## config.mk

```make
export PLATFORM = sky130hd
export DESIGN_NAME = rx_redundancy_ctrl_flat
export DESIGN_NICKNAME = d
export VERILOG_FILES = /design/src/rtl/rx_redundancy_ctrl_if.sv /design/src/rtl/rx_redundancy_ctrl.sv /design/src/flat_wrapper.sv
export SDC_FILE = /design/constraint.sdc
export NUM_CORES = 1
export LEC_CHECK = 0
export CAP_MARGIN = 5
export CORE_ASPECT_RATIO = 1.25
export CORE_MARGIN = 2
export CORE_UTILIZATION = 51
export CTS_CLUSTER_DIAMETER = 120
export DETAILED_ROUTE_END_ITERATION = 12
export PLACE_DENSITY = 0.8
export SETUP_SLACK_MARGIN = 0.4
export SLEW_MARGIN = 40
export SYNTH_ARGS = -nofsm -noshare
export SYNTH_HDL_FRONTEND = slang
export SYNTH_SLANG_ARGS = --single-unit
```

## constraint.sdc

```tcl
create_clock -name clk125MHz -period 1.7 [get_ports clk125MHz]
set_input_delay 0.17 -clock clk125MHz [delete_from_list [all_inputs] [get_ports clk125MHz]]
set_output_delay 0.17 -clock clk125MHz [all_outputs]
set_load 0.02 [all_outputs]
```

## src/rtl/rx_redundancy_ctrl_if.sv

```systemverilog
// Board-side and combiner-side signals of the receive redundancy controller.
// RX_CTRL_STATS_EN adds the frame_count statistic output.
interface rx_redundancy_ctrl_if #(
  parameter int CNT_W = 16
);
  logic [1:0]       sw_mode;
  logic             frame_active;
  logic             en_out;
  logic             loss_detected;
  logic             clr_count;
  logic [1:0]       mode_sel;
  logic [2:0]       redundancy;
  logic             comb_rst;
  logic             mode_err;
  logic             busy;
  logic [CNT_W-1:0] loss_count;
`ifdef RX_CTRL_STATS_EN
  logic [CNT_W-1:0] frame_count;
`endif

  modport master (
    output sw_mode, frame_active, en_out, loss_detected, clr_count,
    input  mode_sel, redundancy, comb_rst, mode_err, busy, loss_count
`ifdef RX_CTRL_STATS_EN
    , frame_count
`endif
  );

  modport slave (
    input  sw_mode, frame_active, en_out, loss_detected, clr_count,
    output mode_sel, redundancy, comb_rst, mode_err, busy, loss_count
`ifdef RX_CTRL_STATS_EN
    , frame_count
`endif
  );
endinterface

```

## src/rtl/rx_redundancy_ctrl.sv

```systemverilog
// Redundancy mode controller for the receive majority path: debounced switch
// request, gap-aligned mode change, combiner flush. Option: RX_CTRL_STATS_EN.
module rx_redundancy_ctrl #(
  parameter int DEBOUNCE_CYCLES = 1_250_000,
  parameter int GAP_CYCLES      = 96,
  parameter int FLUSH_CYCLES    = 16,
  parameter int CNT_W           = 16
) (
  input  logic                clk125MHz,
  input  logic                reset_n,
  rx_redundancy_ctrl_if.slave bus
);

  localparam int DEB_W   = $clog2(DEBOUNCE_CYCLES > 1 ? DEBOUNCE_CYCLES : 2);
  localparam int GAP_W   = $clog2(GAP_CYCLES > 1 ? GAP_CYCLES : 2);
  localparam int FLUSH_W = $clog2(FLUSH_CYCLES > 1 ? FLUSH_CYCLES : 2);

  typedef enum logic [1:0] {ST_RUN, ST_DRAIN, ST_FLUSH, ST_SETTLE} state_e;

  state_e             state_q, state_d;
  logic [1:0]         sync1_q, sync2_q;
  logic [1:0]         cand_q, cand_d;
  logic [DEB_W-1:0]   deb_cnt_q, deb_cnt_d;
  logic [1:0]         deb_code_q, deb_code_d;
  logic [GAP_W-1:0]   gap_cnt_q, gap_cnt_d;
  logic [FLUSH_W-1:0] flush_cnt_q, flush_cnt_d;
  logic [1:0]         mode_q, mode_d;
  logic [CNT_W-1:0]   loss_cnt_q, loss_cnt_d;
  logic               loss_prev_q;
  logic               mode_err, req, idle, clear_stats;

  assign mode_err = (deb_code_q == 2'd3);
  assign req      = !mode_err && (deb_code_q != mode_q);
  assign idle     = !(bus.frame_active || bus.en_out);

  // NOTE: every always_comb output gets its default first so no path can
  // leave it unassigned and infer a latch.
  always_comb begin
    cand_d     = cand_q;
    deb_cnt_d  = deb_cnt_q;
    deb_code_d = deb_code_q;
    if (sync2_q != cand_q) begin
      cand_d    = sync2_q;
      deb_cnt_d = '0;
    end else if (deb_cnt_q == DEB_W'(DEBOUNCE_CYCLES - 1)) begin
      deb_code_d = cand_q;
    end else begin
      deb_cnt_d = deb_cnt_q + 1'b1;
    end
  end

  always_comb begin
    state_d     = state_q;
    gap_cnt_d   = gap_cnt_q;
    flush_cnt_d = flush_cnt_q;
    mode_d      = mode_q;
    clear_stats = 1'b0;
    unique case (state_q)
      ST_RUN: begin
        gap_cnt_d = '0;
        if (req) state_d = ST_DRAIN;
      end
      ST_DRAIN: begin
        // Dropping the request (code back to current mode, or invalid) aborts.
        if (!req) begin
          state_d = ST_RUN;
        end else if (!idle) begin
          gap_cnt_d = '0;
        end else if (gap_cnt_q == GAP_W'(GAP_CYCLES - 1)) begin
          mode_d      = deb_code_q;
          clear_stats = 1'b1;
          flush_cnt_d = '0;
          state_d     = ST_FLUSH;
        end else begin
          gap_cnt_d = gap_cnt_q + 1'b1;
        end
      end
      ST_FLUSH: begin
        if (flush_cnt_q == FLUSH_W'(FLUSH_CYCLES - 1)) state_d = ST_SETTLE;
        else flush_cnt_d = flush_cnt_q + 1'b1;
      end
      ST_SETTLE: state_d = ST_RUN;
      default: begin
        state_d     = ST_FLUSH;
        flush_cnt_d = '0;
      end
    endcase
  end

  // A clear in the same cycle as a loss edge leaves the count at zero.
  always_comb begin
    loss_cnt_d = loss_cnt_q;
    if (bus.clr_count || clear_stats)
      loss_cnt_d = '0;
    else if (state_q == ST_RUN && bus.loss_detected && !loss_prev_q && loss_cnt_q != '1)
      loss_cnt_d = loss_cnt_q + 1'b1;
  end

  // NOTE: sequential state uses non-blocking assignments only, so every
  // register samples the pre-edge values regardless of statement order.
  always_ff @(posedge clk125MHz or negedge reset_n) begin
    if (!reset_n) begin
      state_q     <= ST_FLUSH;
      sync1_q     <= '0;
      sync2_q     <= '0;
      cand_q      <= '0;
      deb_cnt_q   <= '0;
      deb_code_q  <= '0;
      gap_cnt_q   <= '0;
      flush_cnt_q <= '0;
      mode_q      <= '0;
      loss_cnt_q  <= '0;
      loss_prev_q <= 1'b0;
    end else begin
      state_q     <= state_d;
      sync1_q     <= bus.sw_mode;
      sync2_q     <= sync1_q;
      cand_q      <= cand_d;
      deb_cnt_q   <= deb_cnt_d;
      deb_code_q  <= deb_code_d;
      gap_cnt_q   <= gap_cnt_d;
      flush_cnt_q <= flush_cnt_d;
      mode_q      <= mode_d;
      loss_cnt_q  <= loss_cnt_d;
      loss_prev_q <= bus.loss_detected;
    end
  end

  assign bus.mode_sel   = mode_q;
  assign bus.redundancy = (mode_q == 2'd2) ? 3'd5 : (mode_q == 2'd1) ? 3'd3 : 3'd1;
  assign bus.comb_rst   = (state_q == ST_FLUSH);
  assign bus.busy       = (state_q != ST_RUN);
  assign bus.mode_err   = mode_err;
  assign bus.loss_count = loss_cnt_q;

`ifdef RX_CTRL_STATS_EN
  logic             en_prev_q;
  logic [CNT_W-1:0] frame_cnt_q, frame_cnt_d;

  always_comb begin
    frame_cnt_d = frame_cnt_q;
    if (bus.clr_count || clear_stats)
      frame_cnt_d = '0;
    else if (state_q == ST_RUN && bus.en_out && !en_prev_q && frame_cnt_q != '1)
      frame_cnt_d = frame_cnt_q + 1'b1;
  end

  always_ff @(posedge clk125MHz or negedge reset_n) begin
    if (!reset_n) begin
      en_prev_q   <= 1'b0;
      frame_cnt_q <= '0;
    end else begin
      en_prev_q   <= bus.en_out;
      frame_cnt_q <= frame_cnt_d;
    end
  end

  assign bus.frame_count = frame_cnt_q;
`endif

endmodule

```

## src/flat_wrapper.sv

```systemverilog
// flat-port wrapper written by rule: the top's interface ports become plain ports
module rx_redundancy_ctrl_flat 
#(
  parameter int DEBOUNCE_CYCLES = 1_250_000,
  parameter int GAP_CYCLES      = 96,
  parameter int FLUSH_CYCLES    = 16,
  parameter int CNT_W           = 16
)
  (clk125MHz, reset_n, bus_sw_mode, bus_frame_active, bus_en_out, bus_loss_detected, bus_clr_count, bus_mode_sel, bus_redundancy, bus_comb_rst, bus_mode_err, bus_busy, bus_loss_count);
  rx_redundancy_ctrl_if #(.CNT_W(CNT_W)) bus_i ();
  input  logic clk125MHz;
  input  logic reset_n;
  input wire logic [$bits(bus_i.sw_mode)-1:0] bus_sw_mode;
  input wire logic [$bits(bus_i.frame_active)-1:0] bus_frame_active;
  input wire logic [$bits(bus_i.en_out)-1:0] bus_en_out;
  input wire logic [$bits(bus_i.loss_detected)-1:0] bus_loss_detected;
  input wire logic [$bits(bus_i.clr_count)-1:0] bus_clr_count;
  output wire logic [$bits(bus_i.mode_sel)-1:0] bus_mode_sel;
  output wire logic [$bits(bus_i.redundancy)-1:0] bus_redundancy;
  output wire logic [$bits(bus_i.comb_rst)-1:0] bus_comb_rst;
  output wire logic [$bits(bus_i.mode_err)-1:0] bus_mode_err;
  output wire logic [$bits(bus_i.busy)-1:0] bus_busy;
  output wire logic [$bits(bus_i.loss_count)-1:0] bus_loss_count;
  assign bus_i.sw_mode = bus_sw_mode;
  assign bus_i.frame_active = bus_frame_active;
  assign bus_i.en_out = bus_en_out;
  assign bus_i.loss_detected = bus_loss_detected;
  assign bus_i.clr_count = bus_clr_count;
  assign bus_mode_sel = bus_i.mode_sel;
  assign bus_redundancy = bus_i.redundancy;
  assign bus_comb_rst = bus_i.comb_rst;
  assign bus_mode_err = bus_i.mode_err;
  assign bus_busy = bus_i.busy;
  assign bus_loss_count = bus_i.loss_count;
  rx_redundancy_ctrl #(.DEBOUNCE_CYCLES(DEBOUNCE_CYCLES), .GAP_CYCLES(GAP_CYCLES), .FLUSH_CYCLES(FLUSH_CYCLES), .CNT_W(CNT_W)) u_core (.clk125MHz(clk125MHz), .reset_n(reset_n), .bus(bus_i));
endmodule
```

==> results.md <==
* CTS tree: built
* DP Area at 0.004056 mm^2
* Post-layout net count at 468
* Synth area leader: dfrtp_1
* Outcome: complete, but fails checks
* Crit path DAT at 2.19 ns
* Reg-to-Reg Start: u_core.gap_cnt_q[0]
* Fmax achieved at 0.5236 GHz
* Synth top area share at 0.4787
* Reg-to-reg slack, setup at -0.21 ns
* Worst r2r path cells at 9
* Vias per Instance at 6.026
* Post-Syn Instances at 321
* Total CTS buffers at 9
* Final Hold Vio Count at 0
* Most frequent cell after synthesis: dfrtp_1
* Clk root buf: clkbuf_8
* Final Skew at 0.01352 ns
* Psw at 0.0007297 W
* Failing checks: negative setup slack
* Maximum vdd drop at 0.6791 mV
* GRT overflow at 0
* Pin count of the biggest net entering global routing at 27
* Setup Crit Path Kind: reg2reg
* Area added between synthesis and finish at 65.94%
* DRC Markers at 0
* Library cells used by synthesis at 51
* DR pass1 iterations at 5
* Worst Path Required at 1.98 ns
* Final wirelength at 11830 um
* Register area share after synthesis at 0.4870
* Clock Path Buffers at 2
* Clk network pwr share at 0.457
* CP max FO at 6
* Setup TNS at -4.687 ns
* Starting density of the core at 0.5356
* Ys flop type: dfrtp_1
* Clock Latency Late Sink at 0.36 ns
* Core Footprint at 0.005857 mm^2
* Boundary pin count at 32
* Syn Nets at 337
* Final non-filler cell total at 539
* GRT Overall Usage at 0.3101
* Min Tclk post-route at 1.910 ns
* Internal Power at 0.002383 W
* R2r endpoint: u_core.gap_cnt_q[5]
* Slew Limit Fails at 0
* Post-Layout Inst Area at 0.005205 mm^2
* First-pass GRT wire length at 15790 um
* Fraction of layout cells with a size suffix above 1 at 0.5120
* EDFF count, synth at 0
* Clock sink count at 61
* CP Capture Type: register
* DR vias at 3248
* Hold WC Path Type: in2reg
* Row cnt at 31
* Slew margin rel. at 0.5261
* Final setup fails at 35
* Final core occ at 0.8887
* Crit path capture: u_core.gap_cnt_q[5]
* Sw frac at 0.2344
* Synth Warn # at 0
* Post-route ant nets at 0
* RSZ-0062 raised after global routing: true
* Diodes inserted at 0
* Slew @ Worst Pin at 0.7070 ns
* Worst Setup Start Kind: register
* Chip height at 91.68 um
* CTS clk-pin slew, worst paths at 0.08 ns
* Number of global-route vias before repair at 3204
* Placed cells at 472
* GP Congestion at 0.8406
* Final Worst Setup Slack at -0.2097 ns
* Synth cell count leaders: 60 x dfrtp_1, 48 x nor2_1, 22 x nand2_1
* Mean post-synth cell area at 9.772 um^2
* Leakage at 2.298 nW
* IO buf count at 30
* Routed wire per std cell at 21.94 um
* FF+latch count, synth at 61
* HPWL Detailed at 4952 um
* Async SR Flop Fraction at 1.000
* Ranking of synthesized cells by area: dfrtp_1 48%, nor2_1 5.7%, xnor2_1 4.5%
* Critical path launch point: u_core.gap_cnt_q[0]
* Comb pwr share at 0.066
* Initial antenna violation count at 0
* Mapped cell area at 0.003137 mm^2
* Max Cap Viol at 0
* Die Footprint at 0.006798 mm^2
* Fin crit share at 1.123
* Die X at 74.15 um
* P per Cell Area at 598.1 mW/mm^2
* Part of the power in registers at 0.477
* H-tree depth at 3
* Initial DRC Count at 212
-- sequential cells by signal, indices dropped and copies added (netlist names), named ones only --
register,count
u_core.deb_cnt_q,21
u_core.bus.loss_count,16
u_core.gap_cnt_q,7
u_core.flush_cnt_q,4
u_core.bus.mode_sel,2
u_core.cand_q,2
u_core.deb_code_q,2
u_core.sync1_q,2
u_core.sync2_q,2
u_core.loss_prev_q,1
u_core.state_q,1
-- power groups by stage --
stage | registers (W) | logic [W] | clock network (W)
6_report | 0.00148 | 0.000206 | 0.00142
5_1_grt | 0.00148 | 0.000222 | 0.00150
4_1_cts | 0.00148 | 0.000170 | 0.00142
3_5_place_dp | 0.00151 | 0.000147 | 0
3_3_place_gp | 0.00151 | 0.000142 | 0
2_1_floorplan | 0.00151 | 0.0000563 | 0
-- through the flow --
step / hold WS, ns / setup WS, ns / total power, W
detailed placement: 0.1891 / -0.4280 / 0.001656
finish: 0.2577 / -0.2097 / 0.003113
global placement: 0.1817 / -0.4077 / 0.001648
CTS: 0.2509 / -0.1313 / 0.003074
global route: 0.2510 / -0.2827 / 0.003207
floorplan: -0.1256 / -0.1257 / 0.001567
-- critical path, stage by stage, from the launching register on --
cell	delay [ns]
dfrtp_1	0.40
ha_2	0.20
nand4_1	0.10
buf_4	0.14
nor2_4	0.04
buf_6	0.11
a211oi_4	0.41
buf_6	0.19
nand2_8	0.06
o221ai_2	0.17
-- kinds of logic (layout without fill, tap and decap cells) --
logic type | after synthesis | count (layout) | share of synthesized area
other | 1 | 1 | 0.001196
DFF | 61 | 61 | 0.4870
buffers and inverters | 25 | 161 | 0.03151
and+or+nand+nor | 150 | 150 | 0.2441
adders and majority gates | 8 | 8 | 0.03191
muxes | 13 | 13 | 0.04348
AOI/OAI and AO/OA | 34 | 34 | 0.07978
xor gates and xnor gates | 29 | 29 | 0.08097
-- placed cells by master (no fill, tap or decap), types with 5 or more instances in the layout --
cell             synthesis  routed
mux2_4                   0       5
xor2_1                  13      13
mux2i_1                  8       7
clkbuf_8                 0       9
dfrtp_1                 60      51
nand2_1                 22      18
nor3_4                   0       7
nand4_1                  9       9
xnor2_2                  0       5
ha_4                     0       6
clkdlybuf4s15_1          0       5
nand3_1                 20      15
buf_6                    0      29
nor2_1                  48      35
buf_4                    1      72
xnor2_1                 16      11
nor2_4                   0      10
clkbuf_2                 0       6
clkdlybuf4s50_1          0       6
nor4_4                   1       5
inv_1                   16      13
dfrtp_2                  0       9
-- metal layers --
layer / part of all wire / vias up / GRT usage
li1: - / 1390 / -
met1: 0.36 / 1611 / 0.3540
met3: 0.058 / 62 / 0.08022
met2: 0.53 / 185 / 0.5298
met4: 0.055 / 0 / 0.1424
met5: 0 / - / 0
-- final cells by class --
type	instances	area (um^2)
fillers	225	651.9
clock buffers	12	135.1
flip-flops and latches	61	1539
multi-input cells	235	2151
well taps	82	102.6
clock inverters	4	72.57
inverters	16	65.06
repair buffers	129	1140
-- worst min path at each step --
stage                         from                         to  slack (ns)  depth (start not counted)
detailed placement         reset_n  u_core.bus.loss_count[11]        0.19                          1
floorplan                  reset_n   u_core.bus.loss_count[0]       -0.13                          0
CTS                 bus_sw_mode[0]          u_core.sync1_q[0]        0.25                          1
finish              bus_sw_mode[0]          u_core.sync1_q[0]        0.26                          1
global route        bus_sw_mode[1]          u_core.sync1_q[1]        0.25                          1
global placement           reset_n  u_core.bus.loss_count[11]        0.18                          1
-- what timing repair did --
action	CTS	global route
hold endpoints to repair	20	0
setup endpoints to repair	77	73
pin swaps	40	34
setup buffers	30	20
hold buffers	1	0
resized for setup	144	68
cloned	0	0
Power figures use the tool's default switching activity.
